==> src/rtl/responder_arbiter_pkg.sv <==
// Shared definitions for the quiz round controller: state encoding and 50 MHz defaults.
package responder_arbiter_pkg;

  localparam int unsigned STATE_W             = 3;
  localparam int unsigned DEBOUNCE_CYCLES_DEF = 1_000_000;
  localparam int unsigned BUZZ_CYCLES_DEF     = 25_000_000;

  typedef enum logic [STATE_W-1:0] {
    ST_IDLE    = 3'd0,
    ST_ARMED   = 3'd1,
    ST_LOCKED  = 3'd2,
    ST_TIMEOUT = 3'd3,
    ST_FOUL    = 3'd4
  } state_e;

endpackage

==> src/rtl/responder_arbiter_key_debounce.sv <==
// One active-low key: 2-FF synchroniser, stable-level debouncer and a press strobe
// on the accepted 1->0 transition.
module responder_arbiter_key_debounce #(
  parameter int unsigned DEBOUNCE_CYCLES = 4
) (
  input  logic clk,
  input  logic rst_n,
  input  logic i_key,
  output logic o_press
);

  localparam int unsigned CNT_W = (DEBOUNCE_CYCLES > 1) ? $clog2(DEBOUNCE_CYCLES) : 1;
  localparam logic [CNT_W-1:0] CNT_MAX = CNT_W'(DEBOUNCE_CYCLES - 1);

  logic             r_sync1;
  logic             r_sync2;
  logic             r_level;
  logic             r_ready;
  logic             r_press;
  logic [CNT_W-1:0] r_cnt;
  logic             w_change;
  logic             w_pending;

  // r_ready stays low until a released level has been accepted, so a key held
  // through reset cannot produce a press until it is let go first.
  assign w_change  = r_sync1 != r_sync2;
  assign w_pending = (r_sync2 != r_level) || !r_ready;

  always_ff @(posedge clk or negedge rst_n) begin
    if (!rst_n) begin
      r_sync1 <= 1'b1;
      r_sync2 <= 1'b1;
      r_level <= 1'b1;
      r_ready <= 1'b0;
      r_press <= 1'b0;
      r_cnt   <= '0;
    end else begin
      r_sync1 <= i_key;
      r_sync2 <= r_sync1;
      r_press <= 1'b0;
      if (w_change || !w_pending) begin
        r_cnt <= '0;
      end else if (r_cnt == CNT_MAX) begin
        r_cnt   <= '0;
        r_level <= r_sync2;
        if (r_sync2) begin
          r_ready <= 1'b1;
        end else if (r_ready && r_level) begin
          r_press <= 1'b1;
        end
      end else begin
        r_cnt <= r_cnt + CNT_W'(1);
      end
    end
  end

  assign o_press = r_press;

endmodule

==> src/rtl/responder_arbiter.sv <==
// Quiz round controller: debounced keys drive a round FSM that arms the countdown,
// latches the first responder or false starter, and times the buzzer.
module responder_arbiter
  import responder_arbiter_pkg::*;
#(
  parameter int unsigned N_PLAYERS       = 4,
  parameter int unsigned DEBOUNCE_CYCLES = DEBOUNCE_CYCLES_DEF,
  parameter int unsigned BUZZ_CYCLES     = BUZZ_CYCLES_DEF
) (
  input  logic                 CLK,
  input  logic                 Rstn,
  input  logic                 Key_Host,
  input  logic [N_PLAYERS-1:0] Key_Player,
  input  logic                 Time_Up,
  output logic                 Timer_Start,
  output logic                 Round_Clear,
  output logic [N_PLAYERS-1:0] Winner,
  output logic [N_PLAYERS-1:0] Foul,
  output logic                 Buzzer,
  output logic [STATE_W-1:0]   State_Code
);

  localparam int unsigned BUZZ_W = (BUZZ_CYCLES > 1) ? $clog2(BUZZ_CYCLES) : 1;

  logic                 w_host_press;
  logic [N_PLAYERS-1:0] w_player_press;
  logic [N_PLAYERS-1:0] w_first;
  logic                 w_any;

  state_e               r_state;
  state_e               w_next;
  logic                 w_win_load;
  logic                 w_foul_load;
  logic                 w_round_clear;
  logic                 w_buzz_start;

  logic                 r_timer_start;
  logic                 r_round_clear;
  logic [N_PLAYERS-1:0] r_winner;
  logic [N_PLAYERS-1:0] r_foul;
  logic                 r_buzzer;
  logic [BUZZ_W-1:0]    r_buzz_cnt;

  responder_arbiter_key_debounce #(
    .DEBOUNCE_CYCLES (DEBOUNCE_CYCLES)
  ) u_host_db (
    .clk     (CLK),
    .rst_n   (Rstn),
    .i_key   (Key_Host),
    .o_press (w_host_press)
  );

  for (genvar g = 0; g < N_PLAYERS; g++) begin : g_player_db
    responder_arbiter_key_debounce #(
      .DEBOUNCE_CYCLES (DEBOUNCE_CYCLES)
    ) u_db (
      .clk     (CLK),
      .rst_n   (Rstn),
      .i_key   (Key_Player[g]),
      .o_press (w_player_press[g])
    );
  end

  // Isolate the lowest set bit so simultaneous presses resolve to the lowest index.
  assign w_first = w_player_press & (~w_player_press + N_PLAYERS'(1));
  assign w_any   = |w_player_press;

  always_comb begin
    w_next      = r_state;
    w_win_load  = 1'b0;
    w_foul_load = 1'b0;
    case (r_state)
      ST_IDLE: begin
        if (w_any) begin
          w_next      = ST_FOUL;
          w_foul_load = 1'b1;
        end else if (w_host_press) begin
          w_next = ST_ARMED;
        end
      end
      ST_ARMED: begin
        if (w_any) begin
          w_next     = ST_LOCKED;
          w_win_load = 1'b1;
        end else if (Time_Up) begin
          w_next = ST_TIMEOUT;
        end
      end
      ST_LOCKED, ST_TIMEOUT, ST_FOUL: begin
        if (w_host_press) begin
          w_next = ST_IDLE;
        end
      end
      default: w_next = ST_IDLE;
    endcase
    w_round_clear = (r_state != ST_IDLE) && (w_next == ST_IDLE);
    w_buzz_start  = w_win_load || w_foul_load;
  end

  always_ff @(posedge CLK or negedge Rstn) begin
    if (!Rstn) begin
      r_state       <= ST_IDLE;
      r_timer_start <= 1'b0;
      r_round_clear <= 1'b0;
      r_winner      <= '0;
      r_foul        <= '0;
    end else begin
      r_state       <= w_next;
      r_timer_start <= (w_next == ST_ARMED);
      r_round_clear <= w_round_clear;
      if (w_round_clear) begin
        r_winner <= '0;
        r_foul   <= '0;
      end else begin
        if (w_win_load)  r_winner <= w_first;
        if (w_foul_load) r_foul   <= w_first;
      end
    end
  end

  // Buzzer holds for BUZZ_CYCLES: the flag covers the cycle where the count sits at zero.
  always_ff @(posedge CLK or negedge Rstn) begin
    if (!Rstn) begin
      r_buzzer   <= 1'b0;
      r_buzz_cnt <= '0;
    end else if (w_round_clear) begin
      r_buzzer   <= 1'b0;
      r_buzz_cnt <= '0;
    end else if (w_buzz_start) begin
      r_buzzer   <= 1'b1;
      r_buzz_cnt <= BUZZ_W'(BUZZ_CYCLES - 1);
    end else if (r_buzzer) begin
      if (r_buzz_cnt == '0) begin
        r_buzzer <= 1'b0;
      end else begin
        r_buzz_cnt <= r_buzz_cnt - BUZZ_W'(1);
      end
    end
  end

  assign Timer_Start = r_timer_start;
  assign Round_Clear = r_round_clear;
  assign Winner      = r_winner;
  assign Foul        = r_foul;
  assign Buzzer      = r_buzzer;
  assign State_Code  = r_state;

endmodule

==> config.mk <==
export PLATFORM = sky130hd
export DESIGN_NAME = responder_arbiter
export DESIGN_NICKNAME = d
export VERILOG_FILES = /design/src/rtl/responder_arbiter_pkg.sv /design/src/rtl/responder_arbiter_key_debounce.sv /design/src/rtl/responder_arbiter.sv
export SDC_FILE = /design/constraint.sdc
export NUM_CORES = 1
export LEC_CHECK = 0
export CAP_MARGIN = 40
export CORE_ASPECT_RATIO = 1.2
export CORE_MARGIN = 8
export CORE_UTILIZATION = 50
export CTS_CLUSTER_DIAMETER = 50
export DETAILED_ROUTE_END_ITERATION = 10
export PLACE_DENSITY = 0.75
export SKIP_LAST_GASP = 1
export SLEW_MARGIN = 5
export SYNTH_ARGS = -nofsm -noshare
export SYNTH_HDL_FRONTEND = slang
export SYNTH_SLANG_ARGS = --single-unit
==> constraint.sdc <==
create_clock -name CLK -period 2.6 [get_ports CLK]
set_input_delay 0.78 -clock CLK [delete_from_list [all_inputs] [get_ports CLK]]
set_output_delay 0.78 -clock CLK [all_outputs]
set_load 0.02 [all_outputs]
==> flow_summary.ini, run 1 <==
[run_status]
status = finished, final reports clean

[sta]
max_freq_ghz = 0.4019
period_minus_slack_ps = 2488
period_share_pct = 95.69
worst_slew_pin_slew_ps = 805.2
setup_violations = 0
maxSlewHeadroom_pct = 45.91
rsz0062_at_grt = false
finalMaxSlewViolations = 0
hold_slack_ps = 323.3
finalClockSkew_ps = 7.152
fin_tns_setup_ps = 0
finalHoldViolCount = 0

[cells_and_area]
multiInputGateArea_um2 = 3403
seqCellArea_um2 = 4123
fillCellCount = 1227
fin_nets = 801
diodes = 0
drive_gt1_share_pct = 11.13
fin_area_um2 = 8771
areaGrowthSynthToFinish_pct = 14.51
final_common_cell = dfrtp_1
final_cell_mix = dfrtp_1 (149), nor2_1 (133), xor2_1 (65), nand2_1 (49), nand3_1 (47)

[clocking]
cts_setup_buffers = 0
clkTransAtPathRegs_ps = 60
clockBufferDepth = 2
cts_made_buffers = 17
cts_htree_levels = 4
cts_tree = done
clock_latency_ps = 430
cts_hold_buf = 0
clock_sinks = 164
cts_resized = 0
root_buffer = clkbuf_16

[yosys]
syn-instance-count = 755
seq_area_frac_synth_pct = 53.82
postSynthAreaPerCell_um2 = 10.15
synth-edff-count = 0
synth_cell_type_count = 52
synth_area_leaders = dfrtp_1 (49%), xor2_1 (7.4%), nor2_1 (6.5%)
synth_area_leader_cell = dfrtp_1
synth-seq-cells = 164
netlist_area_um2 = 7660
synth_top_area_share_pct = 48.68
async_flop_share_pct = 100.0
synth_warnings = 0
ys.flop_type = dfrtp_1
syn-num-nets = 769

[power]
p_per_area_nw_per_um2 = 607.3
power_frac_comb_pct = 3.0
ir_drop_uv = 487.6
p_int_mw = 4.153
leakage_nw = 3.779
seq_power_share_pct = 49.2
pwr-share-clk_pct = 47.9
power_switching_mw = 1.173
switching_share_pct = 22.03

[place]
port_buffers = 21
gp_congestion = 0.8658
placed_area_um2 = 8150
post-dp-hpwl_um = 10050

[worst_setup_path]
path_delay_family = buffers and inverters
cp.required_ps = 1820
worstReg2RegStart = r_buzz_cnt[0]
crit_slowest_cell = clkdlybuf4s50_1
setup.worst_path.start_class = flip-flop
cp_num_buf_inv = 1
critical_path.max_stage_delay_ps = 690
arrival_ps = 1710
path_cells = clkdlybuf4s50_1
crit_fanout = 9
path_class = reg -> out
reg2reg_to = r_buzz_cnt[0]
cp-end-kind = output pin
rrSetupSlack_ps = 140
worst_r2r_path_depth = 8

[routing]
drt_iter0_drc = 422
detail_route.wl_per_cell_um = 14.93
post_drt_via_cell_ratio = 5.566
dr.pass1.iters = 5
wl_um = 14990
num_vias = 5588
drc_errors = 0
ant_nets = 0

[global_route]
grt_pass1_vias = 5677
grt_pass1_wl_um = 26230
antenna_found_initial = 0
grt_overflow = 0
globalRouteTotalUtil_pct = 16.68
grt_max_degree = 55

[die]
io_pins = 22
die_y_um = 151.6
rows = 49
start_util_pct = 51.00
die_w_um = 129.0
coreArea_um2 = 15020
dieArea_um2 = 19550

[min_path]
min-delay-path-class = in -> async

[run]
cap_violations = 0
==> synth_stat cells, drive strengths merged (6+ instances only) <==
master	count
nor4	16
buf	7
xnor2	37
and4	10
o211ai	6
ha	6
nand3	47
xor2	65
dfrtp	149
nand2	49
nor2b	11
nor2	133
and3	10
a31oi	10
dfstp	15
or2	10
clkbuf	13
or4	11
a21oi	24
inv	15
nand4	20
o21ai	7
or3	6
nor3	28
==> routing by layer <==
metal	GRT usage [%]	vias up	routed length, um
met2	28.18	105	7602
met4	6.710	0	283
met5	0	-	0
met3	3.957	25	604
met1	20.17	2762	6503
li1	-	2696	-
==> registers in the layout, indices dropped and copies added (netlist names) <==
register                  count
u_host_db.r_sync2             1
State_Code                    3
g_player_db.u_db.r_ready      4
g_player_db.u_db.r_sync2      4
Buzzer                        1
u_host_db.o_press             1
Round_Clear                   1
u_host_db.r_ready             1
g_player_db.u_db.r_level      4
Winner                        4
r_buzz_cnt                   25
u_host_db.r_sync1             1
g_player_db.u_db.r_sync1      4
g_player_db.u_db.r_cnt       80
Timer_Start                   1
u_host_db.r_level             1
u_host_db.r_cnt              20
g_player_db.u_db.o_press      4
Foul                          4
==> cell families (layout without fill, tap and decap cells) <==
logic type	count (synthesis)	in the layout	share of synthesized area (%)
flops	164	164	53.82
mux	9	9	1.258
simple gates	373	373	24.67
fa+ha+maj	6	6	0.9800
buf+inv	35	80	1.976
compound gates	66	66	5.636
xor+xnor	102	102	11.66
==> worst max-delay path by stage <==
stage | cells after the start | endpoint | slack (ps) | start
finish | 1 | Buzzer | 110 | Buzzer
global route | 8 | r_buzz_cnt[0] | 30 | r_buzz_cnt[0]
CTS | 7 | r_buzz_cnt[21] | 30 | r_buzz_cnt[0]
detailed placement | 7 | r_buzz_cnt[21] | 50 | r_buzz_cnt[0]
global placement | 7 | r_buzz_cnt[21] | 170 | r_buzz_cnt[0]
floorplan | 9 | r_buzz_cnt[19] | 360 | r_buzz_cnt[0]
==> cell type report <==
| type | instances | share of cell area, % |
|---|---|---|
| Clock buffer | 18 | 4.893 |
| Clock inverter | 14 | 2.026 |
| Inverter | 15 | 0.6419 |
| Multi-Input combinational cell | 556 | 38.80 |
| Sequential cell | 164 | 47.00 |
| Tap cell | 204 | 2.910 |
| Timing Repair Buffer | 33 | 3.723 |
==> power by group through the flow <==
stage | registers [mW] | clock network (mW) | logic (mW)
2_1_floorplan | 2.66 | 0 | 0.0767
6_report | 2.62 | 2.55 | 0.158
4_1_cts | 2.62 | 2.60 | 0.165
5_1_grt | 2.62 | 2.70 | 0.188
3_3_place_gp | 2.66 | 0 | 0.157
3_5_place_dp | 2.66 | 0 | 0.164
==> stage by stage <==
stage	utilization [%]	setup slack (ps)	instances	power, mW
after floorplan	-	359.9	755	2.735
final	58.39	112.1	1004	5.326
after global placement	54.26	165.5	972	2.817
after CTS	58.30	31.85	1004	5.381
after detailed placement	54.26	51.25	972	2.827
after global routing	58.39	34.10	1004	5.513
Note: power is estimated with default switching activity, not from simulation.
==> run 2, diff against run 1 <==
--- a/config.mk
+++ b/config.mk
@@ -11,7 +11,7 @@
 export CORE_UTILIZATION = 50
 export CTS_CLUSTER_DIAMETER = 50
 export DETAILED_ROUTE_END_ITERATION = 10
-export PLACE_DENSITY = 0.75
+export PLACE_DENSITY_LB_ADDON = 0.12
 export SKIP_LAST_GASP = 1
 export SLEW_MARGIN = 5
 export SYNTH_ARGS = -nofsm -noshare
==> run 2 against run 1 <==
Against the previous run: die area stayed put; worst setup slack better by 5.9 ps; sequential share of layout area is 0.16 points lower; clock skew is 2.0 ps higher; utilization is 0.20 points higher; fmax is 0.24% higher; critical path depth stayed put; clock power is 3% higher; sequential power hardly changed; final cell count is 0.40% higher; critical endpoint unchanged; largest power group unchanged; highest routed layer unchanged.
==> flow_summary.ini, run 2 (synthesis gave the netlist of run 1 again) <==
[cells_and_area]
largest_reg_flops = 80
seqCellArea_um2 = 4123
drive_gt1_share_pct = 11.44
fin_nets = 805
regMostFlops = g_player_db.u_db.r_cnt
diodes = 0
fin_area_um2 = 8801
areaGrowthSynthToFinish_pct = 14.90
final_core_util_pct = 58.59
multiInputGateArea_um2 = 3398
final_cell_mix = dfrtp_1 (149), nor2_1 (133), xor2_1 (65), nand2_1 (49), nand3_1 (47)
top_regs = g_player_db.u_db.r_cnt x80, r_buzz_cnt x25, u_host_db.r_cnt x20
fillCellCount = 1252
final_common_cell = dfrtp_1

[die]
io_pins = 22
rows = 49
start_util_pct = 51.00
coreArea_um2 = 15020
die_w_um = 129.0
die_y_um = 151.6
dieArea_um2 = 19550

[clocking]
clkTransAtPathRegs_ps = 60
cts_htree_levels = 4
cts_tree = done
clock_latency_ps = 430
cts_made_buffers = 17
cts_setup_buffers = 0
cts_resized = 0
clock_sinks = 164
cts_hold_buf = 0
clockBufferDepth = 2
root_buffer = clkbuf_16

[worst_setup_path]
cp_num_buf_inv = 1
path_delay_family = buffers and inverters
path_cells = clkdlybuf4s50_1
cp.required_ps = 1820
arrival_ps = 1700
setup.worst_path.start_class = flip-flop
crit_slowest_cell = clkdlybuf4s50_1
worstSetupStartpoint = Buzzer
worstReg2RegStart = r_buzz_cnt[0]
critical_path.max_stage_delay_ps = 690
worst_r2r_path_depth = 8
path_class = reg -> out
cp-end-kind = output pin
cp_num_cells = 1
crit_fanout = 9

[global_route]
grt_pass1_vias = 5536
grt_overflow = 0
antenna_found_initial = 0
grt_pass1_wl_um = 25520
grt_max_degree = 61
globalRouteTotalUtil_pct = 16.29

[routing]
drc_errors = 0
ant_nets = 0
num_vias = 5478
post_drt_via_cell_ratio = 5.435
dr.pass1.iters = 5
drt_iter0_drc = 312
wl_um = 14700
detail_route.wl_per_cell_um = 14.58

[place]
placed_area_um2 = 8168
post-dp-hpwl_um = 9925
gp_congestion = 0.8228
port_buffers = 21
place_ws_ps = 168.6

[sta]
maxSlewHeadroom_pct = 48.21
worst_slew_pin_slew_ps = 771.0
finalClockSkew_ps = 9.148
rsz0062_at_grt = false
fin_tns_setup_ps = 0
finalMaxSlewViolations = 0
period_share_pct = 95.46
max_freq_ghz = 0.4029
period_minus_slack_ps = 2482
setup_violations = 0
setup_slack_ps = 118.0
finalHoldViolCount = 0

[power]
p_per_area_nw_per_um2 = 613.1
power_mw = 5.396
leakage_nw = 3.816
ir_drop_uv = 418.9

[run_status]
status = finished, final reports clean

[run]
cap_violations = 0

[min_path]
min-delay-path-class = in -> async
-- run 2: cell types whose count changed in the layout (fill, tap and decap cells not counted), moves of 2 or more --
cell        delta
buf_4          +5
clkinv_2       +3
clkinv_4       -2
clkinvlp_4     -2
-- run 2: power breakdown --
group | switching, mW | total [mW] | internal, mW | leakage, nW
sequential | 0.0302 | 2.62 | 2.59 | 2.22
combinational | 0.112 | 0.159 | 0.0462 | 1.29
clock | 0.989 | 2.62 | 1.63 | 0.303
total | 1.13 | 5.40 | 4.26 | 3.82
-- run 2: per-layer routing --
| metal | routed length (um) | track usage [%] | share of wire, % | vias to the layer above |
|---|---|---|---|---|
| li1 | - | - | - | 2692 |
| met1 | 6704 | 19.69 | 46 | 2697 |
| met2 | 7266 | 27.13 | 49 | 72 |
| met4 | 224 | 7.298 | 1.5 | 0 |
| met3 | 506 | 3.957 | 3.4 | 17 |
| met5 | 0 | 0 | 0 | - |
-- run 2: metrics by stage --
stage	cells	hold slack, ps
after floorplan	755	361.0
after global placement	976	367.3
after detailed placement	976	371.6
after CTS	1008	342.9
after global routing	1008	361.1
final	1008	289.8
-- run 2: worst paths after layout --
| check | to | slack, ps |
|---|---|---|
| max in group asynchronous | g_player_db[1].u_db.r_sync2 | 1510 |
| max | Buzzer | 120 |
| min | r_buzz_cnt[23] | 290 |
| max reg2reg | r_buzz_cnt[7] | 170 |
| min reg2reg | g_player_db[3].u_db.r_sync2 | 380 |
| min in group CLK | g_player_db[3].u_db.r_sync2 | 380 |
-- run 2: area by class of cell --
| cell class | count | area share (%) |
|---|---|---|
| sequential | 164 | 46.84 |
| multi-input combinational | 556 | 38.61 |
| clock buffer | 19 | 5.033 |
| timing repair buffer | 37 | 3.910 |
| tap | 204 | 2.900 |
| clock inverter | 13 | 2.061 |
| inverter | 15 | 0.6397 |
